$ cat src/rtl/hsid_fifo_ctrl.sv
// hsid_fifo_ctrl: loads a reference vector into one hsid_fifo and
// replays it cfg_passes times to the distance datapath.
module hsid_fifo_ctrl #(
  parameter int WORD_WIDTH      = 32,
  parameter int FIFO_ADDR_WIDTH = 4,
  parameter int PASS_WIDTH      = 16
) (
  input  logic                       clk,
  input  logic                       rst,
  input  logic                       start,
  input  logic                       abort,
  input  logic [FIFO_ADDR_WIDTH:0]   cfg_len,
  input  logic [PASS_WIDTH-1:0]      cfg_passes,
  output logic                       busy,
  output logic                       done,
  output logic                       err,
  input  logic                       s_valid,
  input  logic [WORD_WIDTH-1:0]      s_data,
  output logic                       s_ready,
  output logic                       m_valid,
  output logic [WORD_WIDTH-1:0]      m_data,
  output logic                       m_last,
  input  logic                       m_ready,
  output logic                       fifo_wr_en,
  output logic                       fifo_rd_en,
  output logic                       fifo_loop_en,
  output logic                       fifo_clear,
  output logic [WORD_WIDTH-1:0]      fifo_data_in,
  output logic [FIFO_ADDR_WIDTH-1:0] fifo_af_threshold,
  input  logic                       fifo_full,
  input  logic                       fifo_almost_full,
  input  logic                       fifo_empty,
  input  logic [WORD_WIDTH-1:0]      fifo_data_out
);

  localparam int FIFO_DEPTH = 2 ** FIFO_ADDR_WIDTH;
  localparam int LW         = FIFO_ADDR_WIDTH + 1;
  localparam logic [LW-1:0] DEPTH_L = LW'(FIFO_DEPTH);

  typedef enum logic [2:0] {
    S_IDLE,
    S_CLEAR,
    S_FILL,
    S_LOOP,
    S_FLUSH,
    S_ABORT
  } state_t;

  state_t                state;
  logic [LW-1:0]         len_q;
  logic [LW-1:0]         wr_cnt;
  logic [LW-1:0]         word_cnt;
  logic [PASS_WIDTH-1:0] passes_q;
  logic [PASS_WIDTH-1:0] pass_cnt;

  logic cfg_ok;
  logic final_pass;
  logic issue;
  logic word_wrap;
  logic last_write;
  logic hs;

  assign cfg_ok = (cfg_len != '0) &&
                  (cfg_len <= DEPTH_L) &&
                  (cfg_passes != '0);

  assign final_pass = (pass_cnt == passes_q - PASS_WIDTH'(1));
  assign word_wrap  = (word_cnt == len_q - LW'(1));
  assign hs         = m_valid && m_ready;

  // One-slot output stage: refill only when the slot is free or draining.
  assign issue = (state == S_LOOP) && !fifo_empty &&
                 (!m_valid || m_ready);

  assign s_ready    = (state == S_FILL) && !fifo_full;
  assign fifo_wr_en = s_valid && s_ready;
  assign last_write = fifo_wr_en && (wr_cnt + LW'(1) == len_q);

  assign fifo_loop_en = issue && !final_pass;
  assign fifo_rd_en   = issue && final_pass;
  assign fifo_clear   = (state == S_CLEAR) || (state == S_ABORT);

  assign busy         = (state != S_IDLE);
  assign fifo_data_in = s_data;
  assign m_data       = fifo_data_out;

  always_ff @(posedge clk or posedge rst) begin
    if (rst) begin
      state             <= S_IDLE;
      len_q             <= '0;
      passes_q          <= '0;
      wr_cnt            <= '0;
      word_cnt          <= '0;
      pass_cnt          <= '0;
      m_valid           <= 1'b0;
      m_last            <= 1'b0;
      done              <= 1'b0;
      err               <= 1'b0;
      fifo_af_threshold <= '0;
    end else begin
      done <= 1'b0;
      err  <= 1'b0;

      if (issue) begin
        m_valid <= 1'b1;
        m_last  <= word_wrap;
      end else if (hs) begin
        m_valid <= 1'b0;
      end

      // Abort overrides every other transition of a running job.
      if (abort && state != S_IDLE) begin
        state   <= S_ABORT;
        m_valid <= 1'b0;
        m_last  <= 1'b0;
      end else begin
        unique case (state)
          S_IDLE: begin
            if (start) begin
              if (cfg_ok) begin
                len_q             <= cfg_len;
                passes_q          <= cfg_passes;
                fifo_af_threshold <=
                  FIFO_ADDR_WIDTH'(cfg_len - LW'(1));
                state             <= S_CLEAR;
              end else begin
                err <= 1'b1;
              end
            end
          end
          S_CLEAR: begin
            wr_cnt   <= '0;
            word_cnt <= '0;
            pass_cnt <= '0;
            state    <= S_FILL;
          end
          S_FILL: begin
            if (fifo_wr_en) begin
              wr_cnt <= wr_cnt + LW'(1);
            end
            if (last_write) begin
              state <= S_LOOP;
            end
          end
          S_LOOP: begin
            if (issue) begin
              if (word_wrap) begin
                word_cnt <= '0;
                pass_cnt <= pass_cnt + PASS_WIDTH'(1);
                if (final_pass) begin
                  state <= S_FLUSH;
                end
              end else begin
                word_cnt <= word_cnt + LW'(1);
              end
            end
          end
          S_FLUSH: begin
            if (hs) begin
              done  <= 1'b1;
              state <= S_IDLE;
            end
          end
          S_ABORT: begin
            state <= S_IDLE;
          end
          default: begin
            state <= S_IDLE;
          end
        endcase
      end
    end
  end

  // The FIFO must have reached the threshold when FILL ends and be
  // drained when the job completes.
  always @(posedge clk) begin
    if (!rst && state == S_FILL && last_write && !abort) begin
      assert (fifo_almost_full);
    end
    if (!rst && state == S_FLUSH && hs && !abort) begin
      assert (fifo_empty);
    end
  end

endmodule

$ cat config.mk
export PLATFORM = sky130hd
export DESIGN_NAME = hsid_fifo_ctrl
export DESIGN_NICKNAME = d
export VERILOG_FILES = /design/src/rtl/hsid_fifo_ctrl.sv
export SDC_FILE = /design/constraint.sdc
export NUM_CORES = 1
export LEC_CHECK = 0
export ABC_CLOCK_PERIOD_IN_PS = 3800
export BUFFER_PORTS_ARGS = -buffer_cell sky130_fd_sc_hd__buf_4
export CORE_AREA = 2 2 93 95
export CTS_BUF_LIST = sky130_fd_sc_hd__clkbuf_8
export CTS_CLUSTER_DIAMETER = 60
export DETAILED_ROUTE_END_ITERATION = 16
export DIE_AREA = 0 0 95 97
export PLACE_DENSITY = 0.8
export SLEW_MARGIN = 15
export SYNTH_ARGS = -nofsm -noshare
export SYNTH_HDL_FRONTEND = slang
export SYNTH_SLANG_ARGS = --single-unit
$ cat constraint.sdc
create_clock -name clk -period 3.8 [get_ports clk]
set_clock_uncertainty 0.05 [all_clocks]
set_input_delay 0.57 -clock clk [delete_from_list [all_inputs] [get_ports clk]]
set_output_delay 0.57 -clock clk [all_outputs]
set_load 0.02 [all_outputs]
==> results by group <==
Synth
  – Leading area contributor after synthesis: dfrtp_1
  – Yosys top cell area share: 36.1%
  – Top post-synthesis cells by area: dfrtp_1 36%, buf_4 12%, mux2_2 5.9%
  – #FFs+latches synth: between 50 and 60
  – Synthesized area: roughly 4000 sq um
  – Yosys warns: 0
  – Syn_area_per_cell: about 9.1 sq um
  – Syn_nets: 543
  – Synth cell types: 55
  – Gate Count Post-Synth: 443
  – Most used flip-flop cell after synthesis: dfrtp_1
  – FFs w/ async S/R, synth: 100%
  – Post-synthesis sequential area ratio: 36.1%
  – Number of synthesized flops with an enable pin: 0

Clock tree
  – Post-CTS Hold Buffers: 0
  – # Post-CTS Setup Buffers: 0
  – CTS max path bufs: 2
  – CTS tree: done
  – H-tree depth: 3
  – Clock Latency Late Sink: 0.34 ns
  – TritonCTS buffer count: 9
  – Root buf cell: clkbuf_8
  – Clock Sinks: 58
  – CTS clk-pin slew, worst paths: ~0.070 ns

Layout
  – # nets final: 520
  – Fill cell count: 728
  – Layout Utilization: 51.1%
  – Final Instance Area: 4160 sq um
  – Diode count: 0
  – Area growth from synthesis to layout: 3.33%
  – Fraction of layout cells with a size suffix above 1: 23.2%

STA
  – Least-Margin Pin Slew: 0.791 ns
  – Final worst path period share: 96.2%
  – Tmin final: 3.65 ns
  – Crit path setup slack, layout: 0.146 ns
  – Post-Route Hold Slack: about 0.32 ns
  – Fin. max-slew vios: 0
  – F_max: about 270 MHz
  – Hold Fails Final Rpt: 0
  – RSZ-0062 raised after global routing: false
  – Final setup viols: 0
  – TNS Setup: 0 ns
  – Worst slew margin: 47.1%

Routing
  – DRC viols: 0
  – Number of vias per cell: 5.81
  – DRT iter0 DRCs: 141
  – DR vias: 3067
  – Routed Antenna Nets: 0
  – 1st-pass router iterations: 4
  – Drt wl/cell: 16.4 microns
  – WL final: 8680 microns

Outcome
  – Outcome: finished clean

GRT
  – Tot GR Track Use: 20.0%
  – Global-route wire length before repair: between 10000 and 15000 microns
  – Vias in the first global route: a little over 3000
  – Total gr overflow: 0
  – Largest net degree at the start of global routing: 37
  – Initial antenna violation count: 0

Floorplan
  – Row Count: 33
  – Die Ht: about 97 microns
  – Core Region: 8130 sq um
  – IO Count: 172
  – Starting density of the core: 49.4%
  – Die Area: slightly above 9000 sq um
  – Die Width: ~95 microns

Place
  – Worst slack at placement: 0.256 ns
  – I/O Buffers: 42
  – Routability cong.: 0.874
  – Placed instance area: 3940 sq um
  – Hpwl dp: 6370 microns

Worst setup path
  – Buf/Inv on CP: 2
  – CP top delay family: simple AND/OR/NAND/NOR gates
  – Largest stage delay, worst path: approximately 0.53 ns
  – CP Class: reg -> out
  – Crit-path cells: inv_1, ha_2, or4b_4, nor3_2, xnor2_1, nand3_1, a2111o_1, nor4_4, nor2_1, buf_4
  – Worst-path maximum fanout: 7
  – Slowest CP cell: or4b_4
  – CP Capture Type: primary output
  – Critical Path RT: 3.18 ns
  – Critical Path Source Type: register
  – Critical path arrival: 3.03 ns

Pwr
  – Flop pwr share: 40.1%
  – Sw Pwr: 1.05 mW
  – PwrDens: 641 nW/um^2
  – Logic pwr share: 38.5%
  – Clk pwr share: 21.4%
  – Net Sw Frac: 39.3%
  – Largest vdd supply drop: 0.306 mV
  – Power Internal: 1.62 mW
  – Lkg Pwr: 1.76 nW

Worst hold path
  – Hold Path Class: in -> async

Flow run
  – Max-cap viol count: 0
[final cells by class]
class	instances	area [sq um]	share of cell area [%]
clock inverters	3	40.0	0.964
inverters	12	45.0	1.08
multi-input cells	294	2000	48.1
well taps	105	131	3.16
repair buffers	45	338	8.13
clock buffers	11	151	3.64
flip-flops and latches	58	1450	34.9
[path summary, 6_finish.rpt]
path | from | endpoint | slack, ns | cells after the start
max | passes_q[0]$_DFFE_PP0P_ | fifo_loop_en | 0.15 | 10
min | rst | pass_cnt[15]$_DFFE_PP0P_ | 0.32 | 2
max reg2reg | passes_q[0]$_DFFE_PP0P_ | state[0]$_DFFE_PP0P_ | 0.85 | 9
min reg2reg | fifo_af_threshold[0]$_DFFE_PP0P_ | fifo_af_threshold[0]$_DFFE_PP0P_ | 0.43 | 2
max in group asynchronous | rst | word_cnt[0]$_DFFE_PP0P_ | 2.59 | 3
min in group clk | cfg_len[0] | fifo_af_threshold[0]$_DFFE_PP0P_ | 0.40 | 2
[cells by family after synthesis]
logic type,count (synthesis),synth area share [%]
AO/OA/AOI/OAI,66,10.5
XOR/XNOR,40,8.71
adder cells (fa/ha/maj),6,1.87
buffers and inverters,91,14.9
flip-flops,58,36.1
multiplexers,23,6.38
AND/OR/NAND/NOR,159,21.6
[metal layers]
metal / wire (microns) / vias to the layer above / track usage [%]
met5: 0 / - / 0
met4: 252 / 0 / 8.25
met3: 518 / 31 / 6.31
met2: 4270 / 104 / 32.8
met1: 3640 / 1502 / 24.0
li1: - / 1430 / -
[flip-flops by register name, summed over array words and instances, names as in the netlist]
signal / cells
state: 3
passes_q: 16
len_q: 5
done: 1
pass_cnt: 16
m_last: 1
wr_cnt: 5
m_valid: 1
fifo_af_threshold: 4
err: 1
word_cnt: 5
[power by group through the flow]
stage	Clock (mW)	Combinational [mW]	Sequential (mW)
floorplan	0	0.899	0.989
global placement	0	0.954	1.05
detailed placement	0	0.993	1.07
CTS	0.579	1.01	1.06
global route	0.611	1.14	1.10
finish	0.570	1.03	1.07
[cells in the final DEF (no fill, tap or decap), drive strengths merged, types with 2 or more instances in the layout]
cell / netlist / layout
and3: 3 / 3
a2111o: 2 / 2
dfrtp: 58 / 58
ha: 6 / 6
nor3: 12 / 12
a41oi: 2 / 2
nand4: 3 / 3
nor3b: 3 / 3
a211oi: 5 / 5
nand3: 12 / 12
a211o: 3 / 3
nor4: 8 / 8
nand2: 29 / 29
clkinv: 0 / 2
o31ai: 4 / 4
xor2: 17 / 17
mux2: 21 / 21
or3: 9 / 9
mux2i: 2 / 2
nand2b: 7 / 7
o21ai: 29 / 29
and4: 4 / 4
and2: 4 / 4
nor2b: 5 / 5
clkbuf: 11 / 11
xnor2: 23 / 23
nand4b: 3 / 3
a21oi: 11 / 11
or2: 8 / 8
nor2: 39 / 39
inv: 12 / 12
nand3b: 3 / 3
buf: 68 / 45
or4: 2 / 2
[stage by stage]
stage | total power, mW | std cells
6_report | 2.66 | 528
3_3_place_gp | 2.00 | 514
4_1_cts | 2.65 | 528
2_1_floorplan | 1.89 | 443
3_5_place_dp | 2.06 | 514
5_1_grt | 2.85 | 528
[cell usage after synthesis (all sizes together) (6+ instances only)]
cell type / n
or2: 8
or3: 9
xor2: 17
ha: 6
dfrtp: 58
nor2: 39
inv: 12
xnor2: 23
nor4: 8
mux2: 21
nand2: 29
clkbuf: 11
a21oi: 11
nor3: 12
nand3: 12
o21ai: 29
buf: 68
nand2b: 7
[repair_timing]
item                       CTS  global route
setup endpoints to repair    1             2
gates resized for setup      2             3
pin swaps                    0             0
[worst reg2reg max path, delay by kind of cell, from the launching register on]
family,cells,cell delay [ns]
adder cells (fa/ha/maj),1,0.22
AND/OR/NAND/NOR,3,0.83
XOR/XNOR,1,0.14
AO/OA/AOI/OAI,3,1.08
buffers and inverters,1,0.09
flip-flops,1,0.45
No activity file was read; power rests on OpenSTA's default activity.
